**src/rtl/tlc_pkg.sv**
```systemverilog
// tlc_pkg: lamp encodings, state codes and phase width shared by the traffic light controller.
package tlc_pkg;
   localparam int PHASE_W = 3;
   localparam logic [1:0] RED = 2'b00;
   localparam logic [1:0] YEL = 2'b10;
   localparam logic [1:0] GRN = 2'b11;
   localparam logic [1:0] OFF = 2'b01;
   typedef enum logic [PHASE_W-1:0] {
      A_GRN = 3'd0, A_YEL = 3'd1, AR_1 = 3'd2, B_GRN = 3'd3,
      B_YEL = 3'd4, AR_2 = 3'd5, FLASH = 3'd6
   } state_t;
endpackage

```
**src/rtl/tlc_tick_gen.sv**
```systemverilog
// tlc_tick_gen: one-cycle tick every CLK_DIV enabled clocks; the count freezes while en is low.
module tlc_tick_gen #(
   parameter int CLK_DIV = 50_000_000
) (
   input  logic clk,
   input  logic rst,
   input  logic en,
   output logic tick
);
   localparam int CW = $clog2(CLK_DIV);
   logic [CW-1:0] cnt;
   assign tick = en && cnt == CW'(CLK_DIV - 1);
   always_ff @(posedge clk or posedge rst)
      if (rst) cnt <= '0;
      else if (en) cnt <= tick ? '0 : cnt + 1'b1;
endmodule

```
**src/rtl/traffic_light_ctrl.sv**
```systemverilog
// traffic_light_ctrl: two-approach intersection controller with pedestrian green cut and all-red clearance.
// Define TLC_NIGHT_FLASH_EN to add the night port and the flashing-yellow state.
module traffic_light_ctrl
   import tlc_pkg::*;
#(
   parameter int CLK_DIV     = 50_000_000,
   parameter int T_GREEN     = 30,
   parameter int T_MIN_GREEN = 10,
   parameter int T_YELLOW    = 5,
   parameter int T_ALL_RED   = 2,
   parameter int TW          = 8
) (
   input  logic               clk,
   input  logic               rst,
   input  logic               en,
   input  logic               ped_req_a,
   input  logic               ped_req_b,
`ifdef TLC_NIGHT_FLASH_EN
   input  logic               night,
`endif
   output logic [1:0]         light_a,
   output logic [1:0]         light_b,
   output logic               walk_a,
   output logic               walk_b,
   output logic [PHASE_W-1:0] phase
);
   logic tick, nt, pend_a, pend_b, pend_a_n, pend_b_n, walk_a_n, walk_b_n;
   logic [1:0] light_a_n, light_b_n;
   logic [TW-1:0] elapsed, elapsed_n;
   state_t state, state_n;
`ifdef TLC_NIGHT_FLASH_EN
   assign nt = night;
`else
   assign nt = 1'b0;
`endif
   tlc_tick_gen #(.CLK_DIV(CLK_DIV)) u_tick (.clk(clk), .rst(rst), .en(en), .tick(tick));
   assign phase = state;
   always_ff @(posedge clk or posedge rst)
      if (rst) begin
         state   <= AR_2;
         elapsed <= '0;
         pend_a  <= 1'b0;
         pend_b  <= 1'b0;
         light_a <= RED;
         light_b <= RED;
         walk_a  <= 1'b0;
         walk_b  <= 1'b0;
      end else begin
         state   <= state_n;
         elapsed <= elapsed_n;
         pend_a  <= pend_a_n;
         pend_b  <= pend_b_n;
         light_a <= light_a_n;
         light_b <= light_b_n;
         walk_a  <= walk_a_n;
         walk_b  <= walk_b_n;
      end
   always_comb begin
      state_n = state;
      case (state)
         A_GRN: if (tick && (elapsed == TW'(T_GREEN - 1) || (pend_a && elapsed >= TW'(T_MIN_GREEN - 1)))) state_n = A_YEL;
         A_YEL: if (tick && elapsed == TW'(T_YELLOW - 1)) state_n = AR_1;
         AR_1:  if (tick && elapsed == TW'(T_ALL_RED - 1)) state_n = nt ? FLASH : B_GRN;
         B_GRN: if (tick && (elapsed == TW'(T_GREEN - 1) || (pend_b && elapsed >= TW'(T_MIN_GREEN - 1)))) state_n = B_YEL;
         B_YEL: if (tick && elapsed == TW'(T_YELLOW - 1)) state_n = AR_2;
         AR_2:  if (tick && elapsed == TW'(T_ALL_RED - 1)) state_n = nt ? FLASH : A_GRN;
`ifdef TLC_NIGHT_FLASH_EN
         FLASH: if (tick && !nt) state_n = AR_2;
`endif
         default: state_n = AR_2;
      endcase
      elapsed_n = state_n != state ? '0 : elapsed + TW'(tick);
      // a request is served by the opposite green, so that entry clears it and beats a same-cycle set
      pend_a_n  = (state_n == B_GRN && state != B_GRN) || state_n == FLASH ? 1'b0 : pend_a | ped_req_a;
      pend_b_n  = (state_n == A_GRN && state != A_GRN) || state_n == FLASH ? 1'b0 : pend_b | ped_req_b;
      light_a_n = state_n == A_GRN ? GRN : state_n == A_YEL ? YEL : state_n == FLASH ? (elapsed_n[0] ? OFF : YEL) : RED;
      light_b_n = state_n == B_GRN ? GRN : state_n == B_YEL ? YEL : state_n == FLASH ? (elapsed_n[0] ? OFF : YEL) : RED;
      walk_a_n  = state_n == B_GRN;
      walk_b_n  = state_n == A_GRN;
   end
endmodule
```
**config.mk**
```make
export PLATFORM = sky130hd
export DESIGN_NAME = traffic_light_ctrl
export DESIGN_NICKNAME = d
export VERILOG_FILES = /design/src/rtl/tlc_pkg.sv /design/src/rtl/tlc_tick_gen.sv /design/src/rtl/traffic_light_ctrl.sv
export SDC_FILE = /design/constraint.sdc
export NUM_CORES = 1
export LEC_CHECK = 0
export CAP_MARGIN = 10
export CORE_ASPECT_RATIO = 0.6
export CORE_UTILIZATION = 50
export CTS_CLUSTER_SIZE = 12
export DETAILED_ROUTE_END_ITERATION = 7
export HOLD_SLACK_MARGIN = 0.03
export PLACE_DENSITY_LB_ADDON = 0.12
export SLEW_MARGIN = 20
export SYNTH_ARGS = -nofsm -noshare
export SYNTH_HDL_FRONTEND = slang
export SYNTH_SLANG_ARGS = --single-unit
```
**constraint.sdc**
```tcl
create_clock -name clk -period 4.8 [get_ports clk]
set_input_delay 0.96 -clock clk [delete_from_list [all_inputs] [get_ports clk]]
set_output_delay 0.96 -clock clk [all_outputs]
set_load 0.01 [all_outputs]
```
Word-level counts from Yosys, hierarchy flattened
Index checks and enable logic that the tools add are counted.
{ "word_totals": {"elab_cells": 62, "output_inout_bits": 9, "register_bits": 45} }
{ "op_classes": {"reduce_logical": 16, "addsub": 2, "bitwise_logic": 2, "mux": 17, "order_cmp": 1, "n_eq_ne": 15} }
{ "ops": {"columns": ["cell", "n"], "rows": [
  ["$add 26x1->26 const B", 1],
  ["$eq 26x26->1 const B", 1],
  ["$mux 26", 1],
  ["$mux 3", 6],
  ["$pmux 3 s6", 1],
  ["$eq 3x3->1 const B", 4],
  ["$mux 2", 6],
  ["$eq 3x2->1 const B", 3],
  ["$logic_and 1x1->1", 9],
  ["$add 8x1->8", 1],
  ["$eq 8x1->1 const B", 1],
  ["$eq 8x3->1 const B", 1],
  ["$eq 8x5->1 const B", 1],
  ["$ge 8x4->1 const B", 1],
  ["$mux 8", 1],
  ["$eq 3x1->1 const B", 2],
  ["$logic_not 3->1", 2],
  ["$logic_or 1x1->1", 4],
  ["$ne 3x2->1 const B", 1],
  ["$ne 3x3->1", 1],
  ["$reduce_bool 3->1", 1],
  ["$mux 1", 2],
  ["$or 1x1->1", 2]
]} }

Depth between registers and ports, before layout
{ "logic_depth": {"word_depth": 12, "depth_mapped": 10} }

Cells and area by module
From an unflattened synthesis, not the netlist that was laid out.
{ "hier_totals": {"hier_cells": 239, "hier_area_um2": 2448.6} }
{ "by_module_without_submodules": {"columns": ["mod", "cells_per_inst", "area_per_inst_um2", "seq_area_each_um2", "instances"], "rows": [
  ["tlc_tick_gen", 131, 1378.8, 650.6, 1],
  ["traffic_light_ctrl", 108, 1069.8, 478.0, 1]
]} }

Worst setup path before layout
Ideal clock, no wire load.
{ "synth_timing": {"path_type": "in2reg", "from": "input en", "to": "register elapsed[4]", "setup_ns": 0.130, "cell_stages": 9, "path_buffers": 0, "slack_ns": 2.437, "arrival_ns": 2.233, "cell_sequence": "and4_1 > nand4_1 > nor2_1 > ha_1 > ha_1 > nand3_1 > xnor2_1 > nand2_1 > nor2_1"} }
{ "synth_via": {"elab_chain_cells": 6} }
{ "synth_lines": {"columns": ["item", "line", "rtl"], "rows": [
  ["start, declared", "traffic_light_ctrl.sv:15", "input logic en,"],
  ["$logic_and 1x1->1 (*)", "tlc_tick_gen.sv:12", "assign tick = en && cnt == CW'(CLK_DIV - 1);"],
  ["$logic_and 1x1->1, on equally long branches", null, null],
  ["$mux 3 (tied with other cells)", "traffic_light_ctrl.sv:66", "AR_2: if (tick && elapsed == TW'(T_ALL_RED - 1)) state_n = nt ? FLASH : A_GRN;"],
  ["$pmux 3 s6", "traffic_light_ctrl.sv:60", "case (state)"],
  ["$ne 3x3->1", "traffic_light_ctrl.sv:72", "elapsed_n = state_n != state ? '0 : elapsed + TW'(tick);"],
  ["$mux 8 (*)", "traffic_light_ctrl.sv:72", null],
  ["via elapsed_n[4]", "traffic_light_ctrl.sv:29", "logic [TW-1:0] elapsed, elapsed_n;"],
  ["end signal, assigned", "traffic_light_ctrl.sv:50", "elapsed <= elapsed_n;"],
  ["end, declared", "traffic_light_ctrl.sv:29", null]
]} }
The timed path passes the listed nets; every way through them passes the cells marked *.
A chain may end at the register's enable or synchronous reset.

Final worst setup path
{ "layout_timing": {"from": "input en", "to": "register elapsed[6]"} }
The elaborated chain is that of the path after synthesis.

==> reports/qor.csv <==
stage;metric;value;unit
power;fraction of power consumed by sequential logic;0.579;
hold_path;HP Class;flip-flop to flip-flop;
timing;Slew @ Worst Pin;0.9210;ns
clocking;post-CTS resize count;0;
timing;Worst Skew;0.005873;ns
detailed_routing;DRC Markers;0;
grt;initial antenna violation count;0;
clocking;Root Driver;clkbuf_8;
timing;Final Cycle Share;0.6341;
clocking;clock sinks;45;
logic_synthesis;Post-Syn Instances;244;
power;Lkg Pwr;1.149;nW
setup_path;CP Class;input pin to flip-flop;
logic_synthesis;Avg Cell Area, Syn;9.620;µm²
detailed_routing;met3 routed WL;203;µm
detailed_routing;max layer used;met4;
cells_and_area;Filler cells;374;
setup_path;CP Capture Type;flip-flop;
logic_synthesis;adder-cell share of the synthesized area;0.01599;
setup_path;critical path peak fanout;6;
status;status;complete, no violations;
cells_and_area;leading cell type in the layout, fill and taps excluded;dfrtp_1;
timing;TNS Setup;0;ns
clocking;number of H-tree levels;2;
floorplanning;full die area;4981;µm²
power;Pint;0.5549;mW
cells_and_area;fin util;0.6114;
floorplanning;Initial Util;0.5457;
timing;Min Hold Slack;0.4914;ns
timing;Tmin final;3.044;ns
logic_synthesis;post-synthesis compound-gate area fraction;0.1007;
detailed_routing;initial DRC count;118;
grt;number of global-route vias before repair;1677;
place;# port buffers;13;
logic_synthesis;post-synthesis mux area share;0.004797;
floorplanning;io pins;14;
hold_path;hold path cells;1;
cells_and_area;most frequent cells in the layout;dfrtp_1, nor2_1, nand2_1;
detailed_routing;Routed Antenna Nets;0;
cells_and_area;ant diodes;0;
clocking;Setup Fix Bufs, Post-CTS;0;
timing;relative slew slack;0.3851;
setup_path;Worst setup SP type;input pin;
logic_synthesis;Post-Syn Area;2347;µm²
detailed_routing;M1 WL;2604;µm
logic_synthesis;Main synth FF type;dfrtp_1;
cells_and_area;area delta synth->final;12.05;%
detailed_routing;final wirelength;4672;µm
logic_synthesis;largest family of logic cells by synthesized area;simple AND/OR/NAND/NOR gates;
logic_synthesis;Unique masters post-synth;46;
logic_synthesis;Synth Area in Simple Gates;0.2767;
clocking;Clock transition at path regs;0.08;ns
grt;total grt overflow;0;
grt;all-layer global routing usage;0.2132;
place;Post-Place Worst Slack;1.509;ns
setup_path;CP arrival;3.28;ns
detailed_routing;drt pass-1 iters;4;
cells_and_area;Layout Nets;267;
clocking;Clock Path Buffers;2;
power;Psw;0.1923;mW
power;Pwr Total;0.7472;mW
timing;Fmax achieved;328.6;MHz
detailed_routing;detailed-route via count;1786;
power;clock power share;0.331;
grt;first-pass GRT wire length;8024;µm
power;Sw Ratio;0.2574;
place;post-detail-place hpwl;3280;µm
cells_and_area;share of cells above drive strength 1;0.09615;
clocking;later-pin clock latency in the skew report;0.30;ns
logic_synthesis;YS warnings;0;
floorplanning;Die Y;55.07;µm
logic_synthesis;Synth Area in XOR/XNOR;0.09701;
floorplanning;Die X;90.46;µm
timing;Max Slew Vio Count;0;
setup_path;CP required;5.03;ns
timing;Setup-failing EPs final;0;
floorplanning;core area;4302;µm²
detailed_routing;met2 wire length;1823;µm
clocking;CTS tree;yes;
power;VDD IR-drop max;0.2558;mV
logic_synthesis;ys async rst share;1.000;
logic_synthesis;Seq/Total Area, Yosys;0.4808;
place;RePlAce Congestion;0.8315;
setup_path;R2R cell count;9;
clocking;# hold bufs at CTS;0;
logic_synthesis;EDFF count, synth;0;
clocking;CTS Buf Count;5;
power;Comb power frac;0.090;
timing;Hold Vio Cnt, Final;0;
detailed_routing;drt wl/cell;14.60;µm
timing;worst setup margin;1.756;ns
power;pwr dens;284.1;nW/µm²
flow_run;max-cap violations;0;
grt;largest net degree at the start of global routing;46;
timing;RSZ-0062 raised after global routing;no;
detailed_routing;vias per inst;5.581;
logic_synthesis;Syn Nets;252;
floorplanning;row count;18;
setup_path;r2r setup slk;2.36;ns
logic_synthesis;#FFs+latches synth;45;
[registers in the layout (all words and copies together), names as in the netlist]
name        cells
phase           3
elapsed         8
light_b         2
walk_b          1
pend_b          1
walk_a          1
light_a         2
u_tick.cnt     26
pend_a          1
[power groups by stage]
stage          logic [mW]  clock network, mW  registers, mW
2_1_floorplan      0.0526                  0          0.433
3_3_place_gp       0.0637                  0          0.439
3_5_place_dp       0.0673                  0          0.439
4_1_cts            0.0679              0.256          0.432
5_1_grt            0.0775              0.270          0.437
6_report           0.0672              0.248          0.432
[area by class of cell]
cell class | count | area (µm²) | area share
multi-input combinational | 185 | 1162 | 0.4420
sequential | 45 | 1129 | 0.4291
timing repair buffer | 14 | 137.6 | 0.05233
clock buffer | 6 | 82.58 | 0.03140
tap | 60 | 75.07 | 0.02854
inverter | 8 | 30.03 | 0.01142
clock inverter | 2 | 13.76 | 0.005233
[synth_stat cells, drive strengths merged, types with 2 or more instances]
| master | n | area [µm²] |
|---|---|---|
| xnor2 | 14 | 122.6 |
| nand3 | 16 | 80.08 |
| o21a | 2 | 15.01 |
| nor4 | 2 | 25.02 |
| nor2 | 34 | 127.6 |
| xor2 | 12 | 105.1 |
| a31oi | 3 | 18.77 |
| or2 | 2 | 12.51 |
| ha | 3 | 37.54 |
| and4bb | 3 | 37.54 |
| nand2 | 22 | 82.58 |
| dfrtp | 43 | 1076 |
| and4 | 3 | 26.28 |
| o211ai | 2 | 15.01 |
| clkbuf | 5 | 18.77 |
| and3 | 6 | 37.54 |
| o21ai | 9 | 45.04 |
| nor2b | 2 | 12.51 |
| a21oi | 7 | 38.79 |
| and2 | 5 | 31.28 |
| nor4b | 2 | 17.52 |
| nor3 | 8 | 51.30 |
| o31ai | 2 | 15.01 |
| nand2b | 3 | 18.77 |
| dfstp | 2 | 52.55 |
| inv | 8 | 30.03 |
| nand4 | 9 | 62.56 |
[cell families (layout without fill, tap and decap cells)]
logic type	Yosys count	after routing
adder cells (fa/ha/maj)	3	3
AND/OR/NAND/NOR	120	120
AO/OA/AOI/OAI	35	35
multiplexers	1	1
XOR/XNOR	26	26
buffers and inverters	14	30
flip-flops	45	45
[worst paths after layout]
path | startpoint | to
setup / recovery | en | elapsed[6]$_DFF_PP0_
hold / removal | u_tick.cnt[4]$_DFFE_PP0P_ | u_tick.cnt[4]$_DFFE_PP0P_
setup reg to reg | u_tick.cnt[16]$_DFFE_PP0P_ | elapsed[6]$_DFF_PP0_
hold reg to reg | u_tick.cnt[4]$_DFFE_PP0P_ | u_tick.cnt[4]$_DFFE_PP0P_
min in group asynchronous | rst | u_tick.cnt[9]$_DFFE_PP0P_
max in group asynchronous | rst | elapsed[0]$_DFF_PP0_
[worst max-delay path, stage by stage]
cell,delay (ns)
clkdlybuf4s50_1,0.57
and4_1,0.31
nand4_1,0.15
nor2_1,0.33
ha_1,0.29
ha_1,0.23
nand3_1,0.11
xnor2_1,0.14
nand2_1,0.07
nor2_1,0.11
[metal layers]
metal  vias to the layer above  track usage
met3                         4      0.04918
met5                         -            0
met1                       856       0.3095
met2                        35       0.3219
li1                        891            -
met4                         0      0.06452
[stage by stage]
stage | instances | instance area [µm²]
final | 320 | 2630
after global routing | 320 | 2630
after CTS | 320 | 2630
after detailed placement | 312 | 2534
after global placement | 312 | 2534
after floorplan | 244 | 2347
No activity file was read; power rests on OpenSTA's default activity.
==> RTL edit 1 (config.mk and constraints unchanged) <==
Put one more register stage on the output `phase`, with the module's reset. The value now appears one clock later. The other outputs are not delayed to match.
--- a/src/rtl/traffic_light_ctrl.sv
+++ b/src/rtl/traffic_light_ctrl.sv
@@ -34,7 +34,13 @@
    assign nt = 1'b0;
 `endif
    tlc_tick_gen #(.CLK_DIV(CLK_DIV)) u_tick (.clk(clk), .rst(rst), .en(en), .tick(tick));
-   assign phase = state;
+   always_ff @(posedge clk or posedge rst) begin
+      if (rst) begin
+         phase <= '0;
+      end else begin
+         phase <= state;
+      end
+   end
    always_ff @(posedge clk or posedge rst)
       if (rst) begin
          state   <= AR_2;
Behaviour: not the same (a bounded check fails within 4 cycles, from zero or initial values and one cycle with rst high).
==> RTL edit 1 against the original RTL <==
Setup slack worse by 290 ps; critical path type unchanged; largest power group unchanged; sequential cell count is 3 higher; wire length increased by 4.9%; area after synthesis increased by 5.4%; synthesized cell count decreased by 2.0%; critical path depth unchanged; total power grew 4.3%; combinational power is 4.8% lower; count of clock-buffer cells in the layout rose by 1; final area rose by 4.6%.
==> RTL edit 1: results (changes against the original RTL) <==
largest fanout on the critical path: 17 (+11)
Synth area leaders: dfrtp_1 47%, xnor2_1 7.4%, nor2_1 3.3%
Crit path arrival time: 3560 ps (+280 ps)
share of cells above drive strength 1: 8.66% (-0.95 points)
relative slew slack: 46.3% (+7.8 points)
total iterations of the first detailed-routing run: 5 (+1)
fillers: 392 (+4.8%)
routability cong.: 0.837 (+0.64%)
Starting DRT DRC Count: 120 (+1.7%)
P_leak: 1.15 nW (about the same)
final net count: 261 (-2.2%)
Post-synth top cells: 46 x dfrtp_1, 22 x nor2_1, 21 x xnor2_1
first-pass GRT wire length: 8.79 mm (+9.5%)
Worst VDD drop: 0.000183 V (-28%)
buffers added on ports: 13 (unchanged)
dpl hpwl: 3.48 mm (+6.1%)
Via Count: 1864 (+4.4%)
Yosys warnings: 0 (unchanged)
Hold Path Sink: phase[2]
post-synth cell types: 52 (+13%)
min-delay src: state[2]
WL per Instance: 15.5 um (+5.9%)
Place WS: 1140 ps (-368 ps)
worst reg2reg startpoint: u_tick.cnt[18]
Setup Skew: 5.92 ps (+0.0484 ps)
critical path's largest stage delay: 580 ps
hold path cells: 0 (-1)
total track usage: 21.9% (+0.54 points)
r2r setup slk: 1830 ps (-530 ps)
ANT nets after route: 0 (unchanged)
largest net degree at the start of global routing: 49 (+6.5%)
worst hold slack: 474 ps (-17.4 ps)
final setup fails: 0 (unchanged)
Syn Nets: 247 (-2.0%)
vias in the first global route: 1712 (+2.1%)
post-synthesis sequential area ratio: 48.6% (+0.55 points)
outcome: finished, final reports clean
end of the worst register-to-register path: elapsed[7]
## RTL edit 1: changes by cell type after synthesis, sizes merged, moves of 5 or more
| cell | before | now |
|---|---|---|
| and2 | 5 | 0 |
| nand2 | 22 | 16 |
| nor2 | 34 | 22 |
| nor3 | 8 | 14 |
| nor4 | 2 | 8 |
| xnor2 | 14 | 21 |
| xor2 | 12 | 5 |
## RTL edit 1: kinds of logic after synthesis
group,share of synthesized area [%]
compound gates,10.3
buf+inv,2.63
mux,0.859
fa+ha+maj,1.52
xor+xnor,9.20
simple gates,26.8
flops,48.6
## RTL edit 1: power breakdown
group          internal (mW)  leakage [nW]  total (mW)  switching, mW
clock network          0.117        0.0445       0.253          0.136
logic                 0.0304         0.472      0.0640         0.0336
registers              0.430         0.632       0.463         0.0330
## RTL edit 1: through the flow
stage               std cells  util, %  cell area, um^2
global placement          309     57.0             2660
floorplan                 239        -             2470
CTS                       317     59.0             2750
detailed placement        309     57.0             2660
global route              317     59.0             2750
finish                    317     59.0             2750
## RTL edit 1: per-layer routing
| metal | routed length, um | vias to the layer above | share of wire [%] | track usage, % |
|---|---|---|---|---|
| met3 | 238 | 5 | 4.9 | 4.20 |
| met4 | 60 | 0 | 1.2 | 7.25 |
| met1 | 2870 | 900 | 59 | 37.3 |
| met5 | 0 | - | 0 | 0 |
| met2 | 1730 | 50 | 35 | 26.4 |
| li1 | - | 909 | - | - |
## RTL edit 1: layout make-up
class | instances | area [um^2] | share of cell area, %
inverters | 10 | 38.8 | 1.41
repair buffers | 13 | 130 | 4.73
multi-input cells | 175 | 1210 | 43.8
clock buffers | 7 | 86.3 | 3.14
clock inverters | 1 | 7.51 | 0.273
flip-flops and latches | 48 | 1200 | 43.7
well taps | 63 | 78.8 | 2.86
## RTL edit 1: worst max-delay path: cells and delay by family
kind                       cells  cell delay [ps]
and+or+nand+nor                6             1320
buffers and inverters          2              870
adders and majority gates      1              250
xor gates and xnor gates       1              150
## RTL edit 1: worst max path at each step
stage / from / to / slack [ps] / cells after the start
after floorplan: en / elapsed[4] / 1990 / 10
final: en / elapsed[7] / 1460 / 10
after detailed placement: en / elapsed[4] / 1140 / 10
after CTS: en / elapsed[6] / 1480 / 10
after global placement: en / elapsed[6] / 1220 / 10
after global routing: en / elapsed[7] / 1110 / 10
==> RTL edit 2 (same settings) <==
Made on the original files. `CLK_DIV` is set to 50_000_000 in 2 places; all go to 100_000_000.
--- a/src/rtl/tlc_tick_gen.sv
+++ b/src/rtl/tlc_tick_gen.sv
@@ -1,6 +1,6 @@
 // tlc_tick_gen: one-cycle tick every CLK_DIV enabled clocks; the count freezes while en is low.
 module tlc_tick_gen #(
-   parameter int CLK_DIV = 50_000_000
+   parameter int CLK_DIV = 100_000_000
 ) (
    input  logic clk,
    input  logic rst,
--- a/src/rtl/traffic_light_ctrl.sv
+++ b/src/rtl/traffic_light_ctrl.sv
@@ -3,7 +3,7 @@
 module traffic_light_ctrl
    import tlc_pkg::*;
 #(
-   parameter int CLK_DIV     = 50_000_000,
+   parameter int CLK_DIV     = 100_000_000,
    parameter int T_GREEN     = 30,
    parameter int T_MIN_GREEN = 10,
    parameter int T_YELLOW    = 5,
Check against the original RTL: same outputs for any inputs over 10 cycles, from zero or initial values and one cycle with rst high; that may be too few to reach the edited logic, so the function may still have changed.
==> RTL edit 2 against the original RTL <==
Global-route usage shrank 0.56 points; via count grew 1.8%; final area grew 3.0%; area after synthesis grew 2.3%; clock skew grew 3.6 ps; total power grew 7.8%; combinational power shrank 4.3%; wire length grew 2.6%; sequential cell count grew 1; core utilization shrank 2.1 points; setup slack lost 24 ps; critical path type unchanged.
==> RTL edit 2: results (changes against the original RTL) <==
Post-synth top cells: 44 x dfrtp_1, 30 x nor2_1, 17 x nand2_1
Worst-Skew Late Latency: 300 ps (about the same)
first-pass GRT wire length: 8.22 mm (+2.4%)
Crit path arrival time: 3290 ps (about the same)
worst r2r path cells: 6 (-3)
largest net degree at the start of global routing: 47 (+2.2%)
total track usage: 20.8% (-0.56 points)
Hold Path Sink: u_tick.cnt[15]
end of the worst register-to-register path: phase[0]
largest fanout on the critical path: 8 (+2)
Setup Skew: 9.49 ps (+3.62 ps)
clk buf depth: 2 (unchanged)
Routed Wire Length: 4.79 mm (+2.6%)
post-synthesis sequential area ratio: 48.0% (about the same)
Adder-Cell Fraction of Synth Area: 1.56% (-0.036 points)
Compound-Gate Fraction of Synth Area: 8.65% (-1.4 points)
Place WS: 1450 ps (-55.4 ps)
min-delay src: u_tick.cnt[15]
Synth area leaders: dfrtp_1 46%, xnor2_1 5.1%, xor2_1 4.7%
Starting DRT DRC Count: 155 (+31%)
Syn Nets: 251 (-0.40%)
share of cells above drive strength 1: 8.14% (-1.5 points)
antenna violations before repair: 0 (unchanged)
Placed Cells: 313 (+0.32%)
Post-DP Area: 0.00259 mm^2 (+2.3%)
Mean Syn Cell Area: 9.88 um^2 (+2.7%)
worst hold slack: 519 ps (+27.8 ps)
outcome: finished, final reports clean
Synth Area in XOR/XNOR: 9.85% (+0.15 points)
htree depth: 2 (unchanged)
max reg flops: 27 (+3.8%)
CP Capture Point: phase[0]
slew at the pin with the worst max-slew slack: 928 ps (+7.36 ps)
Root Driver: clkbuf_8
post-synth cell types: 45 (-2.2%)
P_leak: 1.18 nW (+2.6%)
vias in the first global route: 1654 (-1.4%)
WL per Instance: 14.9 um (+2.3%)
Worst VDD drop: 0.000223 V (-13%)
routability cong.: 0.889 (+6.9%)
critical path's largest stage delay: 600 ps (+30 ps)
fillers: 397 (+6.1%)
r2r setup slk: 2300 ps (-60 ps)
mux contribution to synthesized area: 0.469% (-0.011 points)
worst reg2reg startpoint: elapsed[5]
final worst path period share: 63.9% (+0.49 points)
Via Count: 1819 (+1.8%)
final net count: 265 (-0.75%)
dpl hpwl: 3.45 mm (+5.1%)
-- RTL edit 2: final cells by class --
cell class              instances  area [um^2]  share of cell area, %
repair buffers                 15          145                   5.36
flip-flops and latches         46         1150                   42.6
inverters                       9         33.8                   1.25
multi-input cells             180         1180                   43.6
well taps                      63         78.8                   2.91
clock inverters                 1         30.0                   1.11
clock buffers                   7         86.3                   3.19
-- RTL edit 2: routing by layer --
| metal | global-route usage [%] | up-vias | wire, um |
|---|---|---|---|
| met3 | 4.51 | 7 | 236 |
| met5 | 0 | - | 0 |
| met2 | 25.6 | 50 | 1700 |
| li1 | - | 902 | - |
| met4 | 4.76 | 0 | 38 |
| met1 | 35.5 | 860 | 2820 |
-- RTL edit 2: power by group --
part	switching (mW)	total [mW]	internal [mW]
registers	0.0318	0.443	0.411
logic	0.0347	0.0643	0.0296
clock network	0.129	0.298	0.170
total	0.195	0.806	0.611
